<file path="config.mk">
export PLATFORM = sky130hd
export DESIGN_NAME = line_option_filter
export DESIGN_NICKNAME = d
export VERILOG_FILES = /design/src/rtl/line_option_filter.sv
export SDC_FILE = /design/constraint.sdc
export NUM_CORES = 1
export LEC_CHECK = 0
export BUFFER_PORTS_ARGS = -buffer_cell sky130_fd_sc_hd__buf_2
export CAP_MARGIN = 20
export CELL_PAD_IN_SITES_DETAIL_PLACEMENT = 2
export CELL_PAD_IN_SITES_GLOBAL_PLACEMENT = 2
export CORE_MARGIN = 3
export CORE_UTILIZATION = 32
export DETAILED_ROUTE_END_ITERATION = 8
export PLACE_DENSITY = 0.85
export SLEW_MARGIN = 20
export SYNTH_ARGS = -nofsm -noshare
export SYNTH_HDL_FRONTEND = slang
export SYNTH_SLANG_ARGS = --single-unit
</file>
<file path="constraint.sdc">
create_clock -name clk -period 2.6 [get_ports clk]
set_input_delay 0.65 -clock clk [delete_from_list [all_inputs] [get_ports clk]]
set_output_delay 0.65 -clock clk [all_outputs]
set_load 0.02 [all_outputs]
</file>
<file path="src/rtl/line_option_filter.sv">
// line_option_filter: nonogram solver stage that filters one line's candidate
// options against its known cells, re-enqueues the survivors and folds them
// (AND/OR) into newly determined cells.
// Optional feature macro: LINE_FILTER_CONFLICT_EN (registers a zero-survivor
// conflict flag; when undefined, conflict is tied low).
module line_option_filter #(
  parameter int LINE_W = 5,
  parameter int CNT_W  = 7,
  parameter int IDX_W  = 5
) (
  input  logic              clk,
  input  logic              rst,
  input  logic              start,
  input  logic [IDX_W-1:0]  line_ind,
  input  logic [LINE_W-1:0] known_in,
  input  logic [LINE_W-1:0] val_in,
  input  logic [CNT_W-1:0]  option_num,
  input  logic              opt_valid,
  input  logic [LINE_W-1:0] opt_data,
  output logic              opt_ready,
  output logic              put_back_valid,
  output logic [LINE_W-1:0] put_back_data,
  input  logic              put_back_ready,
  output logic              busy,
  output logic              done,
  output logic [IDX_W-1:0]  line_ind_out,
  output logic [CNT_W-1:0]  new_option_num,
  output logic [LINE_W-1:0] known_out,
  output logic [LINE_W-1:0] val_out,
  output logic              changed,
  output logic              conflict
);

  typedef enum logic [1:0] {IDLE, FILTER, COMMIT, DONE} state_t;

  localparam logic [CNT_W-1:0] CNT_MAX = '1;

  state_t            state;
  logic [IDX_W-1:0]  line_reg;
  logic [LINE_W-1:0] known_reg;
  logic [LINE_W-1:0] val_reg;
  logic [CNT_W-1:0]  remaining_reg;
  logic [CNT_W-1:0]  survivors_reg;
  logic [LINE_W-1:0] and_acc_reg;
  logic [LINE_W-1:0] or_acc_reg;

  logic              done_reg;
  logic [IDX_W-1:0]  line_out_reg;
  logic [CNT_W-1:0]  num_out_reg;
  logic [LINE_W-1:0] known_out_reg;
  logic [LINE_W-1:0] val_out_reg;
  logic              changed_reg;

  logic              in_filter;
  logic              consistent;
  logic              take;
  logic              has_survivor;
  logic [LINE_W-1:0] commit_known;
  logic [LINE_W-1:0] commit_val;

  // Option check and FIFO handshakes: pure pass-through, valid never waits on ready.
  always_comb begin
    in_filter      = (state == FILTER);
    consistent     = (((opt_data ^ val_reg) & known_reg) == '0);
    opt_ready      = in_filter & (put_back_ready | ~consistent);
    put_back_valid = in_filter & opt_valid & consistent;
    put_back_data  = in_filter ? opt_data : '0;
    take           = opt_valid & opt_ready;
    busy           = (state != IDLE);
  end

  // Fold survivors into the line: cells that are 1 in every survivor or 0 in
  // every survivor become known; with no survivors the line is left untouched.
  always_comb begin
    has_survivor = (survivors_reg != '0);
    commit_known = known_reg;
    commit_val   = val_reg;
    if (has_survivor) begin
      commit_known = known_reg | and_acc_reg | ~or_acc_reg;
      commit_val   = (val_reg & known_reg) | and_acc_reg;
    end
  end

  // Job sequencing, option accumulation and registered results.
  always_ff @(posedge clk) begin
    if (rst) begin
      state         <= IDLE;
      line_reg      <= '0;
      known_reg     <= '0;
      val_reg       <= '0;
      remaining_reg <= '0;
      survivors_reg <= '0;
      and_acc_reg   <= '0;
      or_acc_reg    <= '0;
      done_reg      <= 1'b0;
      line_out_reg  <= '0;
      num_out_reg   <= '0;
      known_out_reg <= '0;
      val_out_reg   <= '0;
      changed_reg   <= 1'b0;
    end else begin
      case (state)
        IDLE: begin
          done_reg <= 1'b0;
          if (start) begin
            line_reg      <= line_ind;
            known_reg     <= known_in;
            val_reg       <= val_in;
            remaining_reg <= option_num;
            survivors_reg <= '0;
            and_acc_reg   <= '1;
            or_acc_reg    <= '0;
            state         <= (option_num == '0) ? COMMIT : FILTER;
          end
        end
        FILTER: begin
          if (take) begin
            remaining_reg <= remaining_reg - CNT_W'(1);
            if (consistent) begin
              if (survivors_reg != CNT_MAX)
                survivors_reg <= survivors_reg + CNT_W'(1);
              and_acc_reg <= and_acc_reg & opt_data;
              or_acc_reg  <= or_acc_reg | opt_data;
            end
            if (remaining_reg == CNT_W'(1))
              state <= COMMIT;
          end
        end
        COMMIT: begin
          line_out_reg  <= line_reg;
          num_out_reg   <= survivors_reg;
          known_out_reg <= commit_known;
          val_out_reg   <= commit_val;
          changed_reg   <= (commit_known != known_reg);
          done_reg      <= 1'b1;
          state         <= DONE;
        end
        DONE: begin
          done_reg <= 1'b0;
          state    <= IDLE;
        end
        default: state <= IDLE;
      endcase
    end
  end

`ifdef LINE_FILTER_CONFLICT_EN
  logic conflict_reg;

  // Zero-survivor flag, captured alongside the other results.
  always_ff @(posedge clk) begin
    if (rst)
      conflict_reg <= 1'b0;
    else if (state == COMMIT)
      conflict_reg <= ~has_survivor;
  end

  assign conflict = conflict_reg;
`else
  assign conflict = 1'b0;
`endif

  assign done           = done_reg;
  assign line_ind_out   = line_out_reg;
  assign new_option_num = num_out_reg;
  assign known_out      = known_out_reg;
  assign val_out        = val_out_reg;
  assign changed        = changed_reg;

endmodule

</file>
Word level (Yosys, flattened, before mapping)
Cells that the tools add are included.

Flip-flop bits (word level): 65. Latch bits: 0. Bits in writable memories: 0. Bits in read-only memories: 0. Input bits: 32. Output and inout port bits: 33. Word-level logic and storage cells: 80. Memories: 0.

Add/subtract/negate cells: 2. Multiply operators: 0. Div/mod/pow operators: 0. $lt $le $gt $ge: 0. Equality and inequality tests: 11. Shift operators: 0. Mux-type cells: 25. Bitwise operators: 15. Reduce and logical (&&, ||, !) cells: 13.

Operators with widths (count): 2-to-1 mux 5 bit (9); 2-to-1 mux 7 bit (6); case mux 7 bit (2 select lines) (2); OR 5 bit (4); case mux 5 bit (2 select lines) (2); AND 5 bit (3); 2-to-1 mux 2 bit (4); inequality test 2 x 1 -> 1 bit, second input constant (4); case mux 2 bit (4 select lines) (1); adder 7 x 1 -> 7 bit, second input constant (1); == test 7 x 1 -> 1 bit, second input constant (1); zero test 7 bit (1); inequality test 7 bit, second input constant (1); nonzero test 7 bit (1); subtractor 7 x 1 -> 7 bit, second input constant (1); AND reduction 3 bit (2); nonzero test 2 bit (3); zero test 5 bit (1); inequality test 5 bit (1); inverter 5 bit (1); AND reduction 5 bit (1); bitwise XOR 5 bit (1); AND 1 bit (4); == test 2 bit, second input constant (2); other kinds (9) (9).

Longest topological paths before layout
Depth after elaboration: 9. Gate-level depth with buffers: 9. Gate-level depth less buffers: 7.

Worst setup path before layout
OpenSTA, ideal clock, no wires.

Path kind: in2out. From: in opt_data[1]. To: out put_back_valid. Arrival time: 1.759 ns. Data required time: 1.950 ns. Slack: 0.191 ns. Cell stages on the path: 4. Buffers on the path: 0. Cell sequence: xor2_1 -> a222oi_1 -> nand2_1 -> nor2_1.

Cells in the longest elaborated chain, start to end: 4.

RTL lines: from (decl) (line 19) `input logic [LINE_W-1:0] opt_data,`; bitwise XOR 5 bit (line 64) `consistent = (((opt_data ^ val_reg) & known_reg) == '0);`; AND 5 bit (line 64); zero test 5 bit (line 64); AND 1 bit (line 66) `put_back_valid = in_filter & opt_valid & consistent;`; to (decl) (line 21) `output logic put_back_valid,`.

No other way between the ends.

Final worst setup path
From: in opt_data[1]. To: out opt_ready.

Cells in the longest elaborated chain, start to end: 6.

RTL lines: bitwise XOR 5 bit (line 64); AND 5 bit (line 64); zero test 5 bit (line 64); inverter 1 bit (line 65) `opt_ready = in_filter & (put_back_ready | ~consistent);`; OR 1 bit (line 65); AND 1 bit (line 65); to (decl) (line 20) `output logic opt_ready,`.

No other way between the ends.

==> results.json <==
{
  "worst_skew_pair.late_latency_ns": 0.36,
  "max_cap_viols": 0,
  "vias": 3036,
  "cts_num_sinks": 65,
  "die_x_um": 103,
  "synth.avg_cell_area_um2": 8.47,
  "comb_power_share_pct": 34.7,
  "die_height_um": 103,
  "starting_density_pct": 33.8,
  "critPathRequiredTime_ns": 1.95,
  "buffer_ports.inserted": 63,
  "timing.rr.end": "or_acc_reg[2]$_SDFFE_PP0P_",
  "grt_antenna_before_repair": 0,
  "fillers": 1027,
  "postSynth.asyncResetShare_pct": 0,
  "worstSetupPathDepth": 8,
  "setup_viol_count_final": 0,
  "final_estimated_routing_congestion_in_global_placement": 0.884,
  "clkPwrFrac_pct": 25.3,
  "cts-hold-fix-buffers": 0,
  "netlist_top_cells_count": "sky130_fd_sc_hd__dfxtp_1 (65), sky130_fd_sc_hd__nand2_1 (49), sky130_fd_sc_hd__nor2_1 (42)",
  "finalNetCount": 462,
  "final.min_clock_period_ns": 2.54,
  "critical_path.max_fanout": 5,
  "cts_tree": "yes",
  "slew-limit-headroom_pct": 60.2,
  "cellInternalPower_mw": 1.95,
  "clock_edge_transition_at_the_registers_on_the_reported_setup_and_hold_paths_ns": 0.07,
  "io_pins": 65,
  "hold_viol": 0,
  "switchingPower_mw": 1.27,
  "slew_violations": 0,
  "dp_hpwl_um": 7740,
  "clock_tree.buffer_depth": 2,
  "first_pass_iters": 5,
  "multi_input_comb_area_mm2": 0.00161,
  "floorplan.core_area_mm2": 0.00898,
  "first_iter_violations": 112,
  "min_delay_worst_endpoint": "line_reg[2]$_SDFFE_PP0P_",
  "flip_flop_and_latch_area_mm2": 0.00130,
  "worstRegToRegCells": 8,
  "number_of_flops_mapped_to_enable_cells_by_yosys": 0,
  "reg_power_share_pct": 40.0,
  "antenna_cells_inserted": 0,
  "areaGrowthSynthToFinish_pct": 22.3,
  "grt_pass1_vias": 3403,
  "worst_slew_pin_slew_ns": 0.591,
  "fin_area_mm2": 0.00371,
  "synth_cells": 358,
  "setup_ws_ns": 0.0568,
  "avgViaCountPerCell": 5.49,
  "timing.critical_path.to_type": "output pin",
  "worstPathArrival_ns": 1.89,
  "synth_fp_nets": 398,
  "worst_hold_path.num_cells": 2,
  "clock_skew_ns": 0.00810,
  "post_synth_instance_area_mm2": 0.00303,
  "worst_slack_at_placement_ns": 0.0214,
  "crit_slowest_cell": "sky130_fd_sc_hd__a222oi_1",
  "cp_num_buf_inv": 3,
  "synth_top_flop_cell": "sky130_fd_sc_hd__dfxtp_1",
  "cts.root.buffer_cell": "sky130_fd_sc_hd__clkbuf_8",
  "grt_first_pass_wirelength_um": 16800,
  "fin_cells": 553,
  "power.density_mw_per_mm2": 867,
  "ir_worst_vdd_v": 0.000282,
  "crit_path_frequent_cell": "sky130_fd_sc_hd__buf_4",
  "routed_wire_length_per_instance_um": 19.2,
  "total_leakage_power_nw": 1.50,
  "dp.cells": 535,
  "finalSetupTns_ns": 0,
  "grt_max_degree": 37,
  "grt.overflow.total": 0,
  "post_dp_cell_area_mm2": 0.00348,
  "synth_cell_type_count": 53,
  "rrSetupSlack_ns": 0.49,
  "num_rows": 34,
  "final.hold.worst_slack_ns": 0.474,
  "fin_util_pct": 41.3,
  "cts.htree.levels": 3,
  "wirelength_um": 10600,
  "synth_seq_cells": 65,
  "min-delay-path-class": "reg -> reg",
  "area_enclosed_by_the_die_boundary_mm2": 0.0107,
  "worstPathCellList": "buf_4 > xor2_1 > a222oi_1 > buf_4 > nand2_4 > nor2_4 > nor2_2 > buf_6",
  "drc": 0,
  "layout_worst_path_cycle_share_pct": 97.8,
  "totalPowerFinal_mw": 3.22,
  "regToRegStartpoint": "state[1]$_SDFFE_PP0P_",
  "grt.total_usage_pct": 20.5,
  "fmax_ghz": 0.393,
  "cts_made_buffers": 9,
  "critPathMaxStageDelay_ns": 0.38,
  "crit_type": "in -> out",
  "synth.yosys.warnings": 0,
  "seq_area_frac_synth_pct": 42.9,
  "sw_frac_of_total_pct": 39.4,
  "synth_top_area_cell": "sky130_fd_sc_hd__dfxtp_1",
  "cell_family_with_the_largest_share_of_critical_path_delay": "buffers and inverters",
  "outcome": "complete, no violations",
  "post_synth_main_area_contributors": "sky130_fd_sc_hd__dfxtp_1 (43%), sky130_fd_sc_hd__nand2_1 (6.1%), sky130_fd_sc_hd__nor2_1 (5.2%)",
  "postRouteAntennaNets": 0,
  "most_common_cell_in_the_netlist": "sky130_fd_sc_hd__dfxtp_1",
  "synth_top_area_share_pct": 42.9,
  "post_route_cells_drive_above_1_share_pct": 25.1,
  "crit_path_start_kind": "input pin",
  "unrepaired_setup_endpoints_after_global_routing": "no",
  "hold_start": "line_reg[2]$_SDFFE_PP0P_"
}
[repair_timing]
item / CTS / global route
resized for setup: 0 / 11
endpoints found under the setup margin: 0 / 2
setup buffers: 0 / 2
endpoints found under the hold margin: 0 / 0
[worst min-delay path, cell delays in order, from the launching register on]
cell and delay, ns:
sky130_fd_sc_hd__dfxtp_1 0.32, sky130_fd_sc_hd__nand2_1 0.05, sky130_fd_sc_hd__a21oi_1 0.06
[layer usage]
layer | global-route usage [%] | vias up | routed length [µm]
li1 | - | 1406 | -
met1 | 22.8 | 1540 | 4450
met2 | 37.1 | 72 | 5530
met3 | 4.96 | 18 | 433
met4 | 8.86 | 0 | 226
met5 | 0 | - | 0
[how the worst max path moves through the flow]
stage	startpoint	to	slack [ns]
2_1_floorplan	opt_data[1]	put_back_valid	0.19
3_3_place_gp	opt_data[1]	opt_ready	0.006
3_5_place_dp	opt_data[1]	opt_ready	0.02
4_1_cts	opt_data[1]	opt_ready	0.004
5_1_grt	opt_data[1]	opt_ready	0.01
6_report	opt_data[1]	opt_ready	0.06
[power by group through the flow]
stage	combinational (mW)	clock (mW)	sequential [mW]
floorplan	0.713	0	1.28
global placement	1.01	0	1.29
detailed placement	1.05	0	1.30
CTS	1.07	0.830	1.28
global route	1.25	0.879	1.30
finish	1.12	0.813	1.29
[cells in the final DEF (no fill, tap or decap), types with 11 or more instances in the layout]
cell type	instances
sky130_fd_sc_hd__a21oi_1	26
sky130_fd_sc_hd__buf_2	61
sky130_fd_sc_hd__buf_4	12
sky130_fd_sc_hd__clkbuf_8	11
sky130_fd_sc_hd__dfxtp_1	64
sky130_fd_sc_hd__inv_1	11
sky130_fd_sc_hd__mux2i_1	13
sky130_fd_sc_hd__nand2_1	48
sky130_fd_sc_hd__nor2_1	40
sky130_fd_sc_hd__o21ai_0	15
[layout make-up]
cell class | instances | share of cell area (%)
tap | 126 | 4.25
inverter | 13 | 1.42
timing repair buffer | 74 | 11.0
clock buffer | 11 | 4.08
clock inverter | 5 | 0.809
multi-input combinational | 259 | 43.4
sequential | 65 | 35.1
[cells by family (layout without fill, tap and decap cells)]
family                     Yosys count  in the layout  share of synthesized area [%]
adders and majority gates            8              8                           3.30
and+or+nand+nor                    137            137                           21.1
other                                1              1                          0.124
DFF                                 65             65                           42.9
AOI/OAI and AO/OA                   94             94                           21.8
buffers and inverters               34            103                           4.70
muxes                               14             14                           4.66
xor gates and xnor gates             5              5                           1.44
(Power assumes the default switching activity.)
